===== src/rtl/key_debounce.sv =====
// Pushbutton conditioner: 2-flop synchronizer, counter debounce, and a hold
// state machine producing press/release/long-press/auto-repeat pulses.
module key_debounce #(
  parameter int DEBOUNCE_CYCLES = 540000,
  parameter int LONG_CYCLES     = 27000000,
  parameter int REPEAT_CYCLES   = 5400000
) (
  input  logic CLK,
  input  logic RESETn,
  input  logic iKEYn,
  output logic oLEVEL,
  output logic oPRESS,
  output logic oRELEASE,
  output logic oLONG,
  output logic oREPEAT
);

  localparam int DW = $clog2(DEBOUNCE_CYCLES);
  localparam int LW = (LONG_CYCLES > 1) ? $clog2(LONG_CYCLES) : 1;
  localparam int RW = (REPEAT_CYCLES > 1) ? $clog2(REPEAT_CYCLES) : 1;
  localparam int HW = (LW > RW) ? LW : RW;

  localparam logic [DW-1:0] DEB_LAST  = DW'(DEBOUNCE_CYCLES - 1);
  localparam logic [HW-1:0] LONG_LAST = HW'(LONG_CYCLES - 1);
  localparam logic [HW-1:0] REP_LAST  = HW'(REPEAT_CYCLES - 1);

  typedef enum logic [1:0] {
    ST_RELEASED = 2'd0,
    ST_HELD     = 2'd1,
    ST_LONGHELD = 2'd2
  } hold_state_e;

  logic          r_sync1;
  logic          r_sync2;
  logic          r_level;
  logic [DW-1:0] r_db_cnt;
  logic [HW-1:0] r_hold_cnt;
  hold_state_e   r_state;
  logic          r_press;
  logic          r_release;
  logic          r_long;
  logic          r_repeat;

  logic          w_raw_pressed;
  logic          w_differs;
  logic          w_accept;
  logic          w_acc_press;
  logic          w_acc_release;
  logic          w_long_hit;
  logic          w_rep_hit;
  hold_state_e   w_state_next;
  logic [HW-1:0] w_hold_next;

  // Synchronizer idles at 1 so reset looks like a released key.
  always_ff @(posedge CLK or negedge RESETn) begin
    if (!RESETn) begin
      r_sync1 <= 1'b1;
      r_sync2 <= 1'b1;
    end else begin
      r_sync1 <= iKEYn;
      r_sync2 <= r_sync1;
    end
  end

  assign w_raw_pressed = ~r_sync2;
  assign w_differs     = (w_raw_pressed != r_level);
  assign w_accept      = w_differs && (r_db_cnt == DEB_LAST);
  assign w_acc_press   = w_accept && !r_level;
  assign w_acc_release = w_accept && r_level;

  // Any sample matching the stable level restarts the count, so glitches leave no residue.
  always_ff @(posedge CLK or negedge RESETn) begin
    if (!RESETn) begin
      r_level  <= 1'b0;
      r_db_cnt <= '0;
    end else if (!w_differs) begin
      r_db_cnt <= '0;
    end else if (w_accept) begin
      r_level  <= ~r_level;
      r_db_cnt <= '0;
    end else begin
      r_db_cnt <= r_db_cnt + 1'b1;
    end
  end

  // Thresholds are masked by a simultaneous release so the release wins.
  assign w_long_hit = (r_state == ST_HELD) && (r_hold_cnt == LONG_LAST) && !w_acc_release;
  assign w_rep_hit  = (r_state == ST_LONGHELD) && (r_hold_cnt == REP_LAST) && !w_acc_release;

  always_ff @(posedge CLK or negedge RESETn) begin
    if (!RESETn) begin
      r_state    <= ST_RELEASED;
      r_hold_cnt <= '0;
    end else begin
      r_state    <= w_state_next;
      r_hold_cnt <= w_hold_next;
    end
  end

  always_comb begin
    w_state_next = r_state;
    if (w_acc_release) begin
      w_state_next = ST_RELEASED;
    end else if (w_acc_press) begin
      w_state_next = ST_HELD;
    end else if (w_long_hit) begin
      w_state_next = ST_LONGHELD;
    end
  end

  always_comb begin
    w_hold_next = r_hold_cnt;
    if (w_acc_press || w_acc_release || w_long_hit || w_rep_hit) begin
      w_hold_next = '0;
    end else if (r_state != ST_RELEASED) begin
      w_hold_next = r_hold_cnt + 1'b1;
    end
  end

  always_ff @(posedge CLK or negedge RESETn) begin
    if (!RESETn) begin
      r_press   <= 1'b0;
      r_release <= 1'b0;
      r_long    <= 1'b0;
      r_repeat  <= 1'b0;
    end else begin
      r_press   <= w_acc_press;
      r_release <= w_acc_release;
      r_long    <= w_long_hit;
      r_repeat  <= w_rep_hit;
    end
  end

  assign oLEVEL   = r_level;
  assign oPRESS   = r_press;
  assign oRELEASE = r_release;
  assign oLONG    = r_long;
  assign oREPEAT  = r_repeat;

endmodule


===== config.mk =====
export PLATFORM = sky130hd
export DESIGN_NAME = key_debounce
export DESIGN_NICKNAME = d
export VERILOG_FILES = /design/src/rtl/key_debounce.sv
export SDC_FILE = /design/constraint.sdc
export NUM_CORES = 1
export LEC_CHECK = 0
export BUFFER_PORTS_ARGS = -buffer_cell sky130_fd_sc_hd__buf_2
export CAP_MARGIN = 20
export CORE_ASPECT_RATIO = 1.4
export CORE_MARGIN = 5
export CORE_UTILIZATION = 50
export CTS_CLUSTER_SIZE = 28
export DETAILED_ROUTE_END_ITERATION = 12
export PLACE_DENSITY_LB_ADDON = 0.15
export SYNTH_ARGS = -nofsm -noshare
export SYNTH_HDL_FRONTEND = slang
export SYNTH_SLANG_ARGS = --single-unit

===== constraint.sdc =====
create_clock -name CLK -period 5 [get_ports CLK]
set_input_delay 0.25 -clock CLK [delete_from_list [all_inputs] [get_ports CLK]]
set_output_delay 0.25 -clock CLK [all_outputs]
set_load 0.03 [all_outputs]

# --- Yosys cells after proc, flatten, opt, wreduce, memory -nomap -nowiden ---
# Cells that the tools add are included.
totals:
  ff_bits: 54
  inputBits: 3
  elab_cells: 43
classes:
  n_addsub: 2
  eq_ne: 6
  n_mux: 7
  n_bitwise: 2
  n_reduce_logical: 16
op_table:
  columns: ["operator", "count"]
  rows:
  - ["25-bit two-way mux", 2]
  - ["20-bit two-way mux", 2]
  - ["25-bit by 1-bit adder with 25-bit output, second input constant", 1]
  - ["25-bit by 23-bit == test with 1-bit output, second input constant", 1]
  - ["25-bit == test, second input constant", 1]
  - ["20-bit by 1-bit adder with 20-bit output, second input constant", 1]
  - ["20-bit == test, second input constant", 1]
  - ["1-bit logical AND", 7]
  - ["2-bit two-way mux", 3]
  - ["2-bit nonzero test", 2]
  - ["1-bit logical OR", 3]
  - ["3-bit nonzero test", 1]
  - ["2-bit by 1-bit == test with 1-bit output, second input constant", 1]
  - ["2-bit == test, second input constant", 1]
  - ["1-bit logical NOT", 2]
  - ["1-bit NOT", 2]
  - ["2-bit AND reduction", 1]
  - ["1-bit != test", 1]

# --- Longest topological paths before layout ---
depth:
  ltp_word: 9
  mapped_depth: 8
  depth_no_buf: 6

# --- Worst setup path before layout ---
# OpenSTA, ideal clock, no wires.
synth_timing:
  kind: "flip-flop to flip-flop"
  start: "register r_db_cnt[0]"
  end: "register r_hold_cnt[10]"
  setup_time_ns: 0.137
  arrival_time_ns: 1.801
  path_slack_ns: 3.062
  path_stages_with_launch: 9
  synth_period_minus_slack_ns: 1.938
  path_cell_list: "dfrtp_1 -> ha_1 -> and3_1 -> clkbuf_1 -> and3_1 -> nand2_1 -> nor2_1 -> clkbuf_1 -> nor3_1"
synth_via:
  elab_chain_len: 8
  word_cells_on_any_way: 12
  cone_classes: "eq/ne: 1; mux: 1; reduce/logical: 10"
synth_lines:
  columns: ["element", "line", "text"]
  rows:
  - ["start: declaration", "36", "logic [DW-1:0] r_db_cnt;"]
  - ["start signal: assignment", "82", "r_db_cnt <= r_db_cnt + 1'b1;"]
  - ["20-bit == test (*)", "67", "assign w_accept = w_differs && (r_db_cnt == DEB_LAST);"]
  - ["1-bit logical AND (*)", "67", null]
  - ["1-bit logical AND", "69", "assign w_acc_release = w_accept && r_level;"]
  - ["1-bit logical NOT", "87, 88", null]
  - ["1-bit logical AND", "87", "assign w_long_hit = (r_state == ST_HELD) && (r_hold_cnt == LONG_LAST) && !w_acc_release;"]
  - ["1-bit logical OR", "113", "if (w_acc_press || w_acc_release || w_long_hit || w_rep_hit) begin"]
  - ["1-bit logical OR (*)", "113", null]
  - ["25-bit two-way mux or 2-bit nonzero test (tied branches)", null, null]
  - ["end signal: assignment", "96", "r_hold_cnt <= w_hold_next;"]
  - ["end: declaration", "37", "logic [HW-1:0] r_hold_cnt;"]
# Mark *: on every way between the ends. The rest lies on a longest branch, timed or not.
# A chain may end at the register's enable or synchronous reset.

# --- Worst setup path after layout ---
layout_timing:
  start: "register r_hold_cnt[15]"
  end: "register r_hold_cnt[22]"
layout_via:
  elab_chain_len: 6
  word_cells_on_any_way: 12
  cone_classes: "add/sub: 1; eq/ne: 2; mux: 2; reduce/logical: 7"
layout_lines:
  columns: ["element"]
  rows:
  - ["parallel branches: the longest is 6 deep, another holds 25-bit by 1-bit adder with 25-bit output"]
# Parallel ways; which one is timed is not known. The select of a mux whose other input is x is not followed.

==> qor.csv <==
metric,value,unit
initial antenna violation count,0,
clk sink count,54,
"flops & latches, synth",54,
# rows,31,
Post-Syn Area,2690,sq um
mux cell area share after synthesis,0.3721,%
number of synthesized flops with an enable pin,0,
simple-gate portion of the synthesized area,29.26,%
Antenna Violating Nets Remaining,0,
"Setup violations, final",0,
dpl hpwl,3.448,mm
XOR/XNOR Fraction of Synth Area,14.65,%
sequential share of the synthesized area,50.33,%
Worst-Skew Late Latency,0.31,ns
Die Ht,96.79,um
First DRT Iteration DRCs,78,
number of CTS-inserted buffers,5,
ys flop type,dfrtp_1,
"Setup Fix Bufs, Post-CTS",0,
worst slew pin tran,0.7081,ns
"count leader, synth",dfrtp_1,
Slew Limit Fails,0,
Placed Cells incl. Taps,333,
fin nets,280,
Max Buffers Root-to-Sink,2,
H-tree depth,2,
Worst EP required,5.16,ns
Die W,71.99,um
vias per cell,5.421,
Gate Count Post-Synth,267,
crit path time final,2.323,ns
layout cells sized above 1,10.51,%
Final Skew,0.01288,ns
YS warnings,0,
area after detailed placement,2770,sq um
fmax,430.6,MHz
vias in the first global route,1903,
global-route wire length before repair,8.776,mm
gr usage total,15.66,%
TritonCTS clock tree,built,
die area,6968,sq um
Min-Delay Path Class,in -> async,
clock-pin slew on the worst setup and hold paths,0.10,ns
reg2reg path depth,4,
leak pwr,0.001196,uW
largest net degree at the start of global routing,55,
Synth Area in Compound Gates,1.581,%
total global routing overflow,0,
Starting Density,51.76,%
Post-synth top cells,"dfrtp_1 (52), nor2_1 (45), xnor2_1 (33), nor3_1 (29), nand2_1 (18)",
Rel. slew slack,52.30,%
period utilisation layout,46.45,%
status,"complete, no violations",
first-pass iteration count of the detailed router,4,
crit path kind,reg -> reg,
area share of the largest cell type after synthesis,48.37,%
hold-fix buffers at CTS,0,
CTS Root Cell,clkbuf_8,
Setup crit end kind,register,
I/O Pins,8,
largest fanout on the critical path,20,
Worst VDD drop,0.2004,mV
fraction of registers with async set/reset,100.0,%
Yosys top cell by area,dfrtp_1,
Post-Synth Adder-Cell Area,0.9302,%
total negative setup slack,0,ns
Cell Pwr Density,241.9,nW/um^2
"wirelength, routed",4.976,mm
Resize count post-CTS,0,
worst r2r src,r_hold_cnt[15]$_DFFE_PN0P_,
FF-to-FF setup slack,2.68,ns
syn_area_per_cell,10.08,sq um
fin area,2869,sq um
synthesized netlist net count,272,
setup repair after global routing missed its margin,no,
# DRC,0,
Area Growth Syn to Fin,6.651,%
Max Cap Violations,0,
Core Area,5197,sq um
via count,1854,
crit path DAT,2.48,ns
final RePlAce weighted congestion,0.7745,
largest family of logic cells by synthesized area,simple AND/OR/NAND/NOR gates,
count of cell types in the netlist,33,
Non-Filler Instances,342,
antenna cells,0,
reg2reg end,r_hold_cnt[22]$_DFFE_PN0P_,
wire per inst,14.55,um
largest cells by area after synthesis,"dfrtp_1 (48%), xnor2_1 (11%), nor2_1 (6.3%), nor3_1 (5.4%), xor2_1 (3.9%)",
I/O Buffers,7,
Final Hold Violating Endpoints,0,
CP Launch Type,register,
## state kept, by name, summed over array words and instances, names as in the netlist
name        count
r_sync2         1
r_hold_cnt     25
r_db_cnt       20
oPRESS          1
oLEVEL          1
r_sync1         1
oRELEASE        1
oLONG           1
oREPEAT         1
r_state         2
## placed cells by master (no fill, tap or decap)
cell	count
dfstp_2	2
nor4bb_1	1
buf_2	7
o211ai_1	1
nor4b_1	1
or4_1	2
nand4_1	8
dfrtp_1	52
nor4_1	3
xnor2_1	33
a31o_2	1
buf_8	1
inv_1	8
nand2_1	18
a21oi_4	1
nor2_2	1
nand4bb_1	2
xor2_1	12
nand3b_1	2
nor4_2	2
buf_4	1
nor2_1	44
and4_1	5
mux2i_1	1
ha_1	2
nor3_1	29
a21oi_1	1
o21ai_0	1
clkbuf_1	2
nor3_2	3
nand4_4	1
clkinvlp_4	1
and3_1	5
nand3_1	14
nor4_4	1
or4_4	2
clkbuf_8	5
## per-stage QoR
stage          power, uW  setup WS, ns  util (%)  hold WS (ns)
6_report           694.0         2.677     55.20       0.04237
5_1_grt            726.6         2.564     55.20       0.02241
4_1_cts            703.0         2.606     54.91       0.03193
3_5_place_dp       467.7         2.646     53.30        0.3530
3_3_place_gp       467.4         2.694     53.30        0.3476
2_1_floorplan      455.3         3.062         -      -0.04559
## layout make-up
type                    instances  area (sq um)
well taps                      66         82.58
repair buffers                  9         57.56
fillers                       474          2328
multi-input cells             197          1261
clock inverters                 1         7.507
inverters                       8         30.03
clock buffers                   7         76.32
flip-flops and latches         54          1354
## power by group
part | internal, uW | switching (uW)
Combinational | 3.37 | 12.2
Clock | 99.4 | 136
Sequential | 440 | 2.68
Total | 543 | 151
## cell families after synthesis
logic type / after synthesis
AO/OA/AOI/OAI: 5
AND/OR/NAND/NOR: 144
adder cells (fa/ha/maj): 2
buffers and inverters: 16
XOR/XNOR: 45
multiplexers: 1
flip-flops: 54
## layer usage
layer / up-vias / track usage, % / routed length [um] / part of all wire [%]
li1: 931 / - / - / -
met4: 0 / 6.368 / 104 / 2.1
met2: 19 / 26.70 / 2676 / 54
met3: 10 / 3.216 / 106 / 2.1
met1: 894 / 18.86 / 2089 / 42
met5: - / 0 / 0 / 0
## worst max-delay path, cell delays in order, from the launching register on
cell and delay [ns]:
dfrtp_1 0.46, or4_1 0.54, or4_4 0.51, a21oi_4 0.54, nor3_1 0.11
## how the worst max path moves through the flow
| stage | from | to | slack [ns] | depth (start not counted) |
|---|---|---|---|---|
| 2_1_floorplan | r_db_cnt[0]$_DFF_PN0_ | r_hold_cnt[10]$_DFFE_PN0P_ | 3.06 | 8 |
| 3_3_place_gp | r_hold_cnt[15]$_DFFE_PN0P_ | r_hold_cnt[20]$_DFFE_PN0P_ | 2.69 | 4 |
| 3_5_place_dp | r_db_cnt[0]$_DFF_PN0_ | r_hold_cnt[7]$_DFFE_PN0P_ | 2.65 | 6 |
| 4_1_cts | r_db_cnt[0]$_DFF_PN0_ | r_hold_cnt[22]$_DFFE_PN0P_ | 2.61 | 6 |
| 5_1_grt | r_state[1]$_DFFE_PN0P_ | r_hold_cnt[14]$_DFFE_PN0P_ | 2.56 | 5 |
| 6_report | r_hold_cnt[15]$_DFFE_PN0P_ | r_hold_cnt[22]$_DFFE_PN0P_ | 2.68 | 4 |
(Power assumes the default switching activity.)
